## src/rtl/ctu_dft_jtag_csr_dr.sv

```systemverilog
// JTAG data-register bank behind the CTU TAP: IDCODE, CSR address/wdata/rdata
// registers sharing one shift chain, plus a single-outstanding CSR access bridge.
module ctu_dft_jtag_csr_dr #(
  parameter int                     INSTR_WIDTH  = 8,
  parameter int                     ADDR_WIDTH   = 16,
  parameter int                     DATA_WIDTH   = 32,
  parameter logic [DATA_WIDTH-1:0]  IDCODE_VAL   = 32'h0000_0001,
  parameter logic [INSTR_WIDTH-1:0] OP_IDCODE    = 8'h01,
  parameter logic [INSTR_WIDTH-1:0] OP_CSR_ADDR  = 8'h02,
  parameter logic [INSTR_WIDTH-1:0] OP_CSR_WDATA = 8'h03,
  parameter logic [INSTR_WIDTH-1:0] OP_CSR_RDATA = 8'h04,
  parameter int                     TIMEOUT      = 255
) (
  input  logic                   tck,
  input  logic                   trst,
  input  logic [INSTR_WIDTH-1:0] instructions,
  input  logic                   capture_dr_state,
  input  logic                   shift_dr_state,
  input  logic                   update_dr_state,
  input  logic                   tdi,
  output logic                   so,
  output logic                   bypass_sel,
  output logic                   csr_req,
  output logic                   csr_we,
  output logic [ADDR_WIDTH-1:0]  csr_addr,
  output logic [DATA_WIDTH-1:0]  csr_wdata,
  input  logic                   csr_ack,
  input  logic [DATA_WIDTH-1:0]  csr_rdata
);

  localparam int SW = DATA_WIDTH + 3;
  localparam logic [7:0] TIMEOUT_LD = 8'(TIMEOUT);
  localparam logic [ADDR_WIDTH-1:0] ADDR_ONE = ADDR_WIDTH'(1);

  typedef enum logic [0:0] {
    IDLE = 1'b0,
    REQ  = 1'b1
  } state_t;

  state_t                  state_r, state_next_s;
  logic [SW-1:0]           shift_r, shift_next_s, capture_val_s;
  logic [ADDR_WIDTH-1:0]   addr_r, addr_base_s;
  logic [DATA_WIDTH-1:0]   wdata_r, rdata_r;
  logic [7:0]              cnt_r;
  logic                    overrun_r, error_r, busy_s;
  logic                    sel_idcode_s, sel_addr_s, sel_wdata_s, sel_rdata_s;
  logic                    cap_s, shf_s, upd_s;
  logic                    upd_addr_s, wr_issue_s, rd_issue_s, issue_s, cap_rdata_s;
  logic                    start_s, ack_done_s, timeout_s, drop_s;

  // Instruction decode: anything unrecognised falls through to bypass
  always_comb begin
    sel_idcode_s = 1'b0;
    sel_addr_s   = 1'b0;
    sel_wdata_s  = 1'b0;
    sel_rdata_s  = 1'b0;
    case (instructions)
      OP_IDCODE:    sel_idcode_s = 1'b1;
      OP_CSR_ADDR:  sel_addr_s   = 1'b1;
      OP_CSR_WDATA: sel_wdata_s  = 1'b1;
      OP_CSR_RDATA: sel_rdata_s  = 1'b1;
      default:      sel_idcode_s = 1'b0;
    endcase
  end

  assign bypass_sel = ~(sel_idcode_s | sel_addr_s | sel_wdata_s | sel_rdata_s);
  assign so         = bypass_sel ? 1'b0 : shift_r[0];
  assign busy_s     = (state_r == REQ);

  // Capture takes priority over shift, shift over update
  assign cap_s       = capture_dr_state;
  assign shf_s       = shift_dr_state & ~capture_dr_state;
  assign upd_s       = update_dr_state & ~capture_dr_state & ~shift_dr_state;
  assign upd_addr_s  = upd_s & sel_addr_s;
  assign wr_issue_s  = upd_s & sel_wdata_s;
  assign rd_issue_s  = upd_s & sel_rdata_s;
  assign issue_s     = wr_issue_s | rd_issue_s;
  assign cap_rdata_s = cap_s & sel_rdata_s;

  // Capture value selection, zero-extended to the shared chain width
  always_comb begin
    capture_val_s = '0;
    if (sel_idcode_s) begin
      capture_val_s = {3'b000, IDCODE_VAL};
    end else if (sel_addr_s) begin
      capture_val_s = {{(SW-ADDR_WIDTH){1'b0}}, addr_r};
    end else if (sel_wdata_s) begin
      capture_val_s = {3'b000, wdata_r};
    end else if (sel_rdata_s) begin
      capture_val_s = {overrun_r, error_r, busy_s, rdata_r};
    end else begin
      capture_val_s = shift_r;
    end
  end

  // Shift right; tdi enters at the top bit of the selected register's length
  always_comb begin
    shift_next_s = {1'b0, shift_r[SW-1:1]};
    if (sel_idcode_s || sel_wdata_s) begin
      shift_next_s[DATA_WIDTH-1] = tdi;
    end else if (sel_addr_s) begin
      shift_next_s[ADDR_WIDTH-1] = tdi;
    end else if (sel_rdata_s) begin
      shift_next_s[SW-1] = tdi;
    end else begin
      shift_next_s = shift_r;
    end
  end

  // Access FSM state register
  always_ff @(posedge tck) begin
    if (trst) begin
      state_r <= IDLE;
    end else begin
      state_r <= state_next_s;
    end
  end

  // Access FSM next state and event strobes; ack wins over a same-cycle timeout
  always_comb begin
    state_next_s = state_r;
    start_s      = 1'b0;
    ack_done_s   = 1'b0;
    timeout_s    = 1'b0;
    drop_s       = 1'b0;
    case (state_r)
      IDLE: begin
        if (issue_s) begin
          state_next_s = REQ;
          start_s      = 1'b1;
        end else begin
          state_next_s = IDLE;
        end
      end
      REQ: begin
        drop_s = issue_s;
        if (csr_ack) begin
          state_next_s = IDLE;
          ack_done_s   = 1'b1;
        end else if (cnt_r <= 8'd1) begin
          state_next_s = IDLE;
          timeout_s    = 1'b1;
        end else begin
          state_next_s = REQ;
        end
      end
      default: state_next_s = IDLE;
    endcase
  end

  // A CSR_ADDR update during REQ retargets the post-ack increment
  assign addr_base_s = upd_addr_s ? shift_r[ADDR_WIDTH-1:0] : addr_r;

  // Data registers, status bits and registered CSR request outputs
  always_ff @(posedge tck) begin
    if (trst) begin
      shift_r   <= '0;
      addr_r    <= '0;
      wdata_r   <= '0;
      rdata_r   <= '0;
      overrun_r <= 1'b0;
      error_r   <= 1'b0;
      cnt_r     <= 8'd0;
      csr_req   <= 1'b0;
      csr_we    <= 1'b0;
      csr_addr  <= '0;
      csr_wdata <= '0;
    end else begin
      if (cap_s) begin
        shift_r <= capture_val_s;
      end else if (shf_s) begin
        shift_r <= shift_next_s;
      end

      addr_r <= ack_done_s ? (addr_base_s + ADDR_ONE) : addr_base_s;

      if (wr_issue_s) begin
        wdata_r <= shift_r[DATA_WIDTH-1:0];
      end

      if (ack_done_s && !csr_we) begin
        rdata_r <= csr_rdata;
      end

      if (timeout_s) begin
        error_r <= 1'b1;
      end else if (cap_rdata_s) begin
        error_r <= 1'b0;
      end

      if (drop_s) begin
        overrun_r <= 1'b1;
      end else if (cap_rdata_s) begin
        overrun_r <= 1'b0;
      end

      if (start_s) begin
        cnt_r     <= TIMEOUT_LD;
        csr_req   <= 1'b1;
        csr_we    <= wr_issue_s;
        csr_addr  <= addr_r;
        csr_wdata <= wr_issue_s ? shift_r[DATA_WIDTH-1:0] : wdata_r;
      end else if (ack_done_s || timeout_s) begin
        csr_req <= 1'b0;
      end else if (busy_s) begin
        cnt_r <= cnt_r - 8'd1;
      end
    end
  end

endmodule

```

## config.mk

```make
export PLATFORM = sky130hd
export DESIGN_NAME = ctu_dft_jtag_csr_dr
export DESIGN_NICKNAME = d
export VERILOG_FILES = /design/src/rtl/ctu_dft_jtag_csr_dr.sv
export SDC_FILE = /design/constraint.sdc
export NUM_CORES = 1
export LEC_CHECK = 0
export CORE_MARGIN = 3
export CORE_UTILIZATION = 55
export CTS_BUF_LIST = sky130_fd_sc_hd__clkbuf_2
export DETAILED_ROUTE_END_ITERATION = 7
export PLACE_DENSITY = 0.8
export SYNTH_ARGS = -nofsm -noshare
export SYNTH_HDL_FRONTEND = slang
export SYNTH_SLANG_ARGS = --single-unit
export TNS_END_PERCENT = 20
```

## constraint.sdc

```tcl
create_clock -name tck -period 7.5 [get_ports tck]
set_input_delay 1.5 -clock tck [delete_from_list [all_inputs] [get_ports tck]]
set_output_delay 1.5 -clock tck [all_outputs]
set_load 0.05 [all_outputs]
```

==> results of run 1 <==
[flip-flops by register name, indices dropped and copies added, names as in the netlist]
| name | flops |
|---|---|
| addr_r | 16 |
| overrun_r | 1 |
| cnt_r | 8 |
| csr_addr | 16 |
| error_r | 1 |
| rdata_r | 32 |
| shift_r | 35 |
| busy_s | 1 |
| csr_wdata | 32 |
| csr_req | 1 |
| csr_we | 1 |
| wdata_r | 32 |
[worst paths after layout]
| check | startpoint | slack [ns] | endpoint | cells after the start |
|---|---|---|---|---|
| hold / removal | csr_addr[5] | 0.47 | csr_addr[5] | 2 |
| setup reg to reg | cnt_r[2] | 5.19 | cnt_r[4] | 5 |
| setup / recovery | instructions[6] | 2.11 | so | 5 |
| hold reg to reg | csr_addr[5] | 0.47 | csr_addr[5] | 2 |
[critical path, cell delays in order]
cell and delay (ns):
clkdlybuf4s50_1 0.42, or4_1 0.69, a211oi_1 0.32, and2_1 0.17, clkdlybuf4s50_1 0.79
[per-stage QoR]
stage	utilization	power, mW	setup slack (ns)	hold slack (ns)	instances
after global routing	0.673	1.55	1.99	0.488	1118
after floorplan	-	0.992	3.17	0.435	872
after detailed placement	0.655	1.03	2.12	0.446	1085
after global placement	0.655	1.03	2.11	0.443	1085
after CTS	0.673	1.50	2.11	0.471	1117
final	0.673	1.50	2.11	0.467	1118
[power breakdown]
part           switching [mW]  internal (mW)
Clock                   0.330          0.154
Sequential            0.00103          0.939
Combinational          0.0408         0.0313
[cells by family (layout without fill, tap and decap cells)]
group	after synthesis	in the layout	share of synthesized area
simple gates	314	314	0.184
compound gates	226	226	0.197
flops	176	176	0.472
buf+inv	77	150	0.0413
mux	58	58	0.0792
xor+xnor	18	18	0.0211
fa+ha+maj	3	3	0.00503
other cells	0	1	0
[routing by layer]
metal	vias to the layer above	GRT usage	share of wire	wire length, um
met5	-	0	0	0
met4	0	0.0707	0.0082	146
met3	16	0.0664	0.067	1190
met2	192	0.383	0.46	8320
met1	3043	0.330	0.46	8240
li1	3196	-	-	-
[Yosys cell counts, drive strengths merged (6+ instances only)]
cell / number
xnor2: 14
nor2: 111
a22oi: 16
mux2: 8
mux2i: 50
inv: 9
nor4: 8
clkbuf: 52
nand2: 132
o21ai: 35
nand3: 14
nand4: 7
a21oi: 80
nor3: 9
buf: 15
or2: 6
a221oi: 18
a21o: 14
a211oi: 49
dfxtp: 176
[cell type report]
| type | instances | area [sq um] | area share |
|---|---|---|---|
| well taps | 172 | 215 | 0.0247 |
| inverters | 10 | 37.5 | 0.00431 |
| clock inverters | 14 | 138 | 0.0158 |
| repair buffers | 108 | 1050 | 0.121 |
| flip-flops and latches | 176 | 3520 | 0.405 |
| clock buffers | 18 | 90.1 | 0.0104 |
| multi-input cells | 619 | 3640 | 0.419 |
| diodes | 1 | 2.50 | 0.000288 |
==> out/summary.txt, run 1 <==
Status - completed
Critical Path AT - 3.89 ns
Syn_area_per_cell - 8.56 sq um
Post-synth EDFFs - 0
Synth top area share - 0.472
Initial antenna violation count - 1
Top cells by area, synth - dfxtp_1, mux2i_1, nand2_1
First-pass GRT wire length - 29100 um
GPL Wtd Cong - 0.904
Setup TNS - 0 ns
Setup repair bufs after CTS - 0
Die area - 15000 sq um
Async SR Flop Fraction - 0
Final setup violation count - 0
Worst VDD drop - 0.136 mV
FF+latch count, synth - 176
Dpl cell area - 8470 sq um
P&R area growth vs syn - 16.6%
Routed WL per cell - 16.0 um
Port Buf Inserts - 98
CTS Buf Count - 17
Total number of vias - 6447
Clock skew - 0.0270 ns
1st-pass router iterations - 6
Synthesized area - 7460 sq um
Leading cell type in the layout, fill and taps excluded - dfxtp_1
Synth area leader - dfxtp_1
Initial drt markers - 562
Endpoints failing hold - 0
Ports - 99
Maxcap violations - 0
Least-Margin Pin Slew - 1.05 ns
# hold bufs at CTS - 0
Hpwl dp - 11900 um
Initial core utilization - 0.577
Final slew viol count - 0
Worst-skew pair later-pin latency - 0.75 ns
Leak - 3.23 nW
RSZ-0062 raised after global routing - no
Syn Inst Count - 872
FP Rows - 41
CP Launch Type - input port
Horiz. Die Dim - 122 um
Antenna viol nets, final - 0
Largest net degree at the start of global routing - 81
Vias in the first global route - 5817
Most frequent cells in the layout - dfxtp_1, nand2_1, nor2_1, clkdlybuf4s50_1, a21oi_1
Tmin final - 5.39 ns
Crit end category - output port
Maximum clock frequency - 186 MHz
CTS tree - yes
Tot GR Track Use - 0.244
Cell area after layout - 8700 sq um
Placeable Area - 12900 sq um
Synthesized Nets - 922
Resized Gates After CTS - 0
Clk root buf - clkbuf_2
Yosys cell types - 49
H-tree depth - 4
Worst slew margin - 0.297
Routed wire length - 17900 um
Maximum clock path buffer count - 2
Hold Path Class - reg2reg
CP Class - in2out
Total congestion overflow - 0
Main synth FF type - dfxtp_1
YS warnings - 0
Critical-path maximum fanout - 8
Post-synthesis sequential area ratio - 0.472
# DRC - 0
Via density - 5.77
Tcrit/Tclk final - 0.718
Layout filler cell count - 1129
CP required - 6.00 ns
Nets - 982
Clock sinks - 176
Cell area power density - 172 nW/um^2
Reg clk slew, reported paths - 0.20 ns
Die height - 122 um
Layout cells sized above 1 - 0.0646
No activity file was read; power rests on OpenSTA's default activity.
==> run 2: changes to the inputs <==
CORE_UTILIZATION = 51   (was 55)
PLACE_DENSITY = 0.78   (was 0.8)
clock period = 4.7 ns   (was 7.5 ns; I/O delays follow)
==> out/summary.txt, run 2 (synthesized netlist as in run 1, its figures left out) <==
Status - completed (unchanged)
# DRC - 0 (unchanged)
Tmin final - 4.22 ns
Antenna viol nets, final - 0 (unchanged)
Biggest register - shift_r (unchanged)
Clock skew - 0.0154 ns (was 0.0270 ns)
Setup repair bufs after CTS - 0 (unchanged)
Critical Path AT - 3.28 ns (was 3.89 ns)
Layout filler cell count - 1274 (was 1129)
Hold Path Class - reg2reg (unchanged)
Tot GR Track Use - 0.232 (was 0.244)
# hold bufs at CTS - 0 (unchanged)
CTS tree - yes (unchanged)
P&R area growth vs syn - 17.5% (was 16.6%)
Total congestion overflow - 0 (unchanged)
Routed WL per cell - 16.1 um (was 16.0 um)
Resized Gates After CTS - 0 (unchanged)
Maximum clock path buffer count - 2 (unchanged)
Maximum clock frequency - 237 MHz
Reg clk slew, reported paths - 0.22 ns (was 0.20 ns)
Final setup violation count - 0 (unchanged)
1st-pass router iterations - 5 (was 6)
RSZ-0062 raised after global routing - no (unchanged)
Worst VDD drop - 0.145 mV (was 0.136 mV)
Placeable Area - 14100 sq um (was 12900 sq um)
Setup TNS - 0 ns (unchanged)
Final slew viol count - 0 (unchanged)
Multi-input logic area - 3640 sq um (unchanged)
Cell area power density - 278 nW/um^2 (was 172 nW/um^2)
Hpwl dp - 12200 um (was 11900 um)
FP Rows - 43 (was 41)
Port Buf Inserts - 98 (unchanged)
Routed wire length - 18200 um (was 17900 um)
Worst setup margin - 0.482 ns (was 2.11 ns)
Worst slew margin - 0.233 (was 0.297)
Critical-path maximum fanout - 8 (unchanged)
Least-Margin Pin Slew - 1.15 ns (was 1.05 ns)
Total number of vias - 6443 (was 6447)
Leading cell type in the layout, fill and taps excluded - dfxtp_1 (unchanged)
Initial antenna violation count - 1 (unchanged)
Leak - 3.25 nW (was 3.23 nW)
H-tree depth - 4 (unchanged)
Endpoints failing hold - 0 (unchanged)
CP Class - in2out (unchanged)
Worst-skew pair later-pin latency - 0.75 ns (about the same)
CTS Buf Count - 17 (unchanged)
Register area - 3520 sq um (unchanged)
CP required - 3.76 ns (was 6.00 ns)
Clock sinks - 176 (unchanged)
Maxcap violations - 0 (unchanged)
Most frequent cells in the layout - dfxtp_1, nand2_1, nor2_1, clkdlybuf4s50_1, a21oi_1 (unchanged)
Layout cells sized above 1 - 0.0695 (was 0.0646)
Horiz. Die Dim - 127 um (was 122 um)
Nets - 986 (was 982)
Crit end category - output port (unchanged)
Largest net degree at the start of global routing - 118 (was 81)
Initial core utilization - 0.529 (was 0.577)
Clk root buf - clkbuf_2 (unchanged)
Vias in the first global route - 6006 (was 5817)
CP Launch Type - input port (unchanged)
GPL Wtd Cong - 0.909 (was 0.904)
Via density - 5.70 (was 5.77)
Die height - 127 um (was 122 um)
Number of flip-flops in the largest register - 35 (unchanged)
Tcrit/Tclk final - 0.897
Die area - 16100 sq um (was 15000 sq um)
First-pass GRT wire length - 30600 um (was 29100 um)
Ports - 99 (unchanged)
Place WS - 0.521 ns (was 2.12 ns)
Initial drt markers - 572 (was 562)
run 2: layer usage:
metal / up-vias / part of all wire / global-route usage
li1: 3199 / - / -
met2: 255 / 0.44 / 0.342
met1: 2963 / 0.47 / 0.339
met5: - / 0 / 0
met4: 0 / 0.016 / 0.0782
met3: 26 / 0.077 / 0.0488
run 2: report_power, final:
| part | internal [mW] | total [mW] | switching (mW) |
|---|---|---|---|
| registers | 1.50 | 1.50 | 0.00159 |
| clock network | 0.294 | 0.819 | 0.525 |
| logic | 0.0505 | 0.117 | 0.0670 |
run 2: layout make-up:
cell class	count	area share
diodes	1	0.000286
clock buffers	17	0.00971
clock inverters	15	0.0190
inverters	10	0.00428
multi-input cells	619	0.416
flip-flops and latches	176	0.402
well taps	180	0.0257
repair buffers	112	0.123
run 2: worst max-delay path, stage by stage:
cell	delay, ns
clkdlybuf4s50_1	0.44
or4_1	0.72
a211oi_1	0.30
inv_1	0.13
clkdlybuf4s50_1	0.74
run 2: final timing paths:
check	startpoint	to	slack, ns	depth (start not counted)
worst max-delay path	instructions[6]	bypass_sel	0.48	5
worst min-delay path	csr_addr[3]	csr_addr[3]	0.47	2
worst max register to register	busy_s	rdata_r[5]	2.37	5
worst min register to register	csr_addr[3]	csr_addr[3]	0.47	2
run 2: metrics by stage:
| stage | total power, mW | util | instance area (sq um) | instances | hold WS (ns) |
|---|---|---|---|---|---|
| 6_report | 2.44 | 0.622 | 8760 | 1130 | 0.471 |
| 5_1_grt | 2.52 | 0.622 | 8760 | 1130 | 0.492 |
| 4_1_cts | 2.45 | 0.622 | 8760 | 1129 | 0.472 |
| 3_5_place_dp | 1.64 | 0.604 | 8510 | 1097 | 0.446 |
| 3_3_place_gp | 1.64 | 0.604 | 8510 | 1097 | 0.443 |
| 2_1_floorplan | 1.58 | - | 7460 | 872 | 0.435 |
==> run 3: changes to the inputs <==
CELL_PAD_IN_SITES_DETAIL_PLACEMENT = 0   (was default)
CELL_PAD_IN_SITES_GLOBAL_PLACEMENT = 2   (was default)
CORE_UTILIZATION = 31   (was 51)
PLACE_DENSITY = default   (was 0.78)
PLACE_DENSITY_LB_ADDON = 0.1   (was default)
==> out/summary.txt, run 3 (synthesized netlist as in run 1, its figures left out) <==
Leak - 3.25 nW (about the same)
Nets - 987 (was 986)
Ports - 99 (unchanged)
Core Util, Final - 0.379 (was 0.622)
First-pass GRT wire length - 35200 um (was 30600 um)
Number of flip-flops in the largest register - 35 (unchanged)
Initial antenna violation count - 1 (unchanged)
RSZ-0062 raised after global routing - no (unchanged)
H-tree depth - 4 (unchanged)
Total congestion overflow - 0 (unchanged)
Routed WL per cell - 17.3 um (was 16.1 um)
Layout cells sized above 1 - 0.0726 (was 0.0695)
FP Rows - 56 (was 43)
Critical-path maximum fanout - 8 (unchanged)
CP required - 3.76 ns (about the same)
Port Buf Inserts - 98 (unchanged)
CP Launch Type - input port (unchanged)
Final setup violation count - 0 (unchanged)
Routed wire length - 22000 um (was 18200 um)
Antenna viol nets, final - 0 (unchanged)
Horiz. Die Dim - 161 um (was 127 um)
Cell area power density - 267 nW/um^2 (was 278 nW/um^2)
Tmin final - 4.32 ns (was 4.22 ns)
Clock sinks - 176 (unchanged)
Placeable Area - 23500 sq um (was 14100 sq um)
Final slew viol count - 0 (unchanged)
Total number of vias - 6467 (was 6443)
Status - completed (unchanged)
Die height - 161 um (was 127 um)
Maximum clock frequency - 231 MHz (was 237 MHz)
Reg clk slew, reported paths - 0.27 ns (was 0.22 ns)
CTS tree - yes (unchanged)
Crit end category - output port (unchanged)
Maximum clock path buffer count - 2 (unchanged)
Worst VDD drop - 0.144 mV (was 0.145 mV)
Initial drt markers - 325 (was 572)
# DRC - 0 (unchanged)
Tot GR Track Use - 0.171 (was 0.232)
Hold Path Class - reg2reg (unchanged)
P&R area growth vs syn - 19.7% (was 17.5%)
Via density - 5.09 (was 5.70)
Die area - 26000 sq um (was 16100 sq um)
CP Class - in2out (unchanged)
Leading cell type in the layout, fill and taps excluded - dfxtp_1 (unchanged)
Maxcap violations - 0 (unchanged)
Initial core utilization - 0.317 (was 0.529)
Worst slew margin - 0.295 (was 0.233)
Clock skew - 0.0303 ns (was 0.0154 ns)
Critical Path AT - 3.38 ns (was 3.28 ns)
Endpoints failing hold - 0 (unchanged)
Hpwl dp - 15200 um (was 12200 um)
Resized Gates After CTS - 0 (unchanged)
Tcrit/Tclk final - 0.919 (was 0.897)
GPL Wtd Cong - 0.819 (was 0.909)
Register-to-register setup slack - 2.31 ns (was 2.37 ns)
Vias in the first global route - 6327 (was 6006)
# hold bufs at CTS - 0 (unchanged)
Largest net degree at the start of global routing - 91 (was 118)
Biggest register - shift_r (unchanged)
CTS Buf Count - 17 (unchanged)
Most frequent cells in the layout - dfxtp_1, nand2_1, nor2_1, clkdlybuf4s50_1, a21oi_1 (unchanged)
Clk root buf - clkbuf_2 (unchanged)
Least-Margin Pin Slew - 1.06 ns (was 1.15 ns)
Setup repair bufs after CTS - 0 (unchanged)
Worst-skew pair later-pin latency - 0.71 ns (was 0.75 ns)
Setup TNS - 0 ns (unchanged)
1st-pass router iterations - 5 (unchanged)
==> run 3: final timing paths <==
path | start | to | cells after the start
max reg2reg | cnt_r[2] | cnt_r[4] | 5
min | csr_addr[10] | csr_addr[10] | 2
min reg2reg | csr_addr[10] | csr_addr[10] | 2
max | instructions[6] | bypass_sel | 5
==> run 3: critical path: stages <==
cell,delay (ns)
clkdlybuf4s50_1,0.42
or4_1,0.71
a211oi_1,0.44
inv_1,0.12
clkdlybuf4s50_1,0.74
==> run 3: power breakdown <==
| group | internal, mW | total (mW) | switching, mW |
|---|---|---|---|
| Combinational | 0.0507 | 0.121 | 0.0699 |
| Clock | 0.199 | 0.766 | 0.567 |
| Sequential | 1.50 | 1.50 | 0.00163 |
==> run 3: stage by stage <==
stage / std cells / power (mW) / setup WS (ns) / hold WS [ns] / cell area [sq um]
after global routing: 1271 / 2.49 / 0.227 / 0.497 / 8930
after floorplan: 872 / 1.58 / 1.44 / 0.435 / 7460
after detailed placement: 1237 / 1.65 / 0.357 / 0.448 / 8710
after global placement: 1237 / 1.65 / 0.370 / 0.444 / 8710
final: 1271 / 2.39 / 0.379 / 0.472 / 8930
after CTS: 1269 / 2.43 / 0.334 / 0.476 / 8930
==> run 3: layer usage <==
layer  vias to the layer above  wire length [um]  global-route usage
li1                       3221                 -                   -
met1                      3098              9980               0.213
met5                         -                 0                   0
met4                         0               612              0.0583
met2                       125             10700               0.294
met3                        23               719              0.0354
==> run 3: cell type report <==
class | count | area [sq um]
fillers | 2503 | 14600
diodes | 2 | 5.00
flip-flops and latches | 176 | 3520
multi-input cells | 619 | 3650
well taps | 319 | 399
repair buffers | 113 | 1100
clock inverters | 15 | 133
clock buffers | 17 | 85.1
inverters | 10 | 37.5
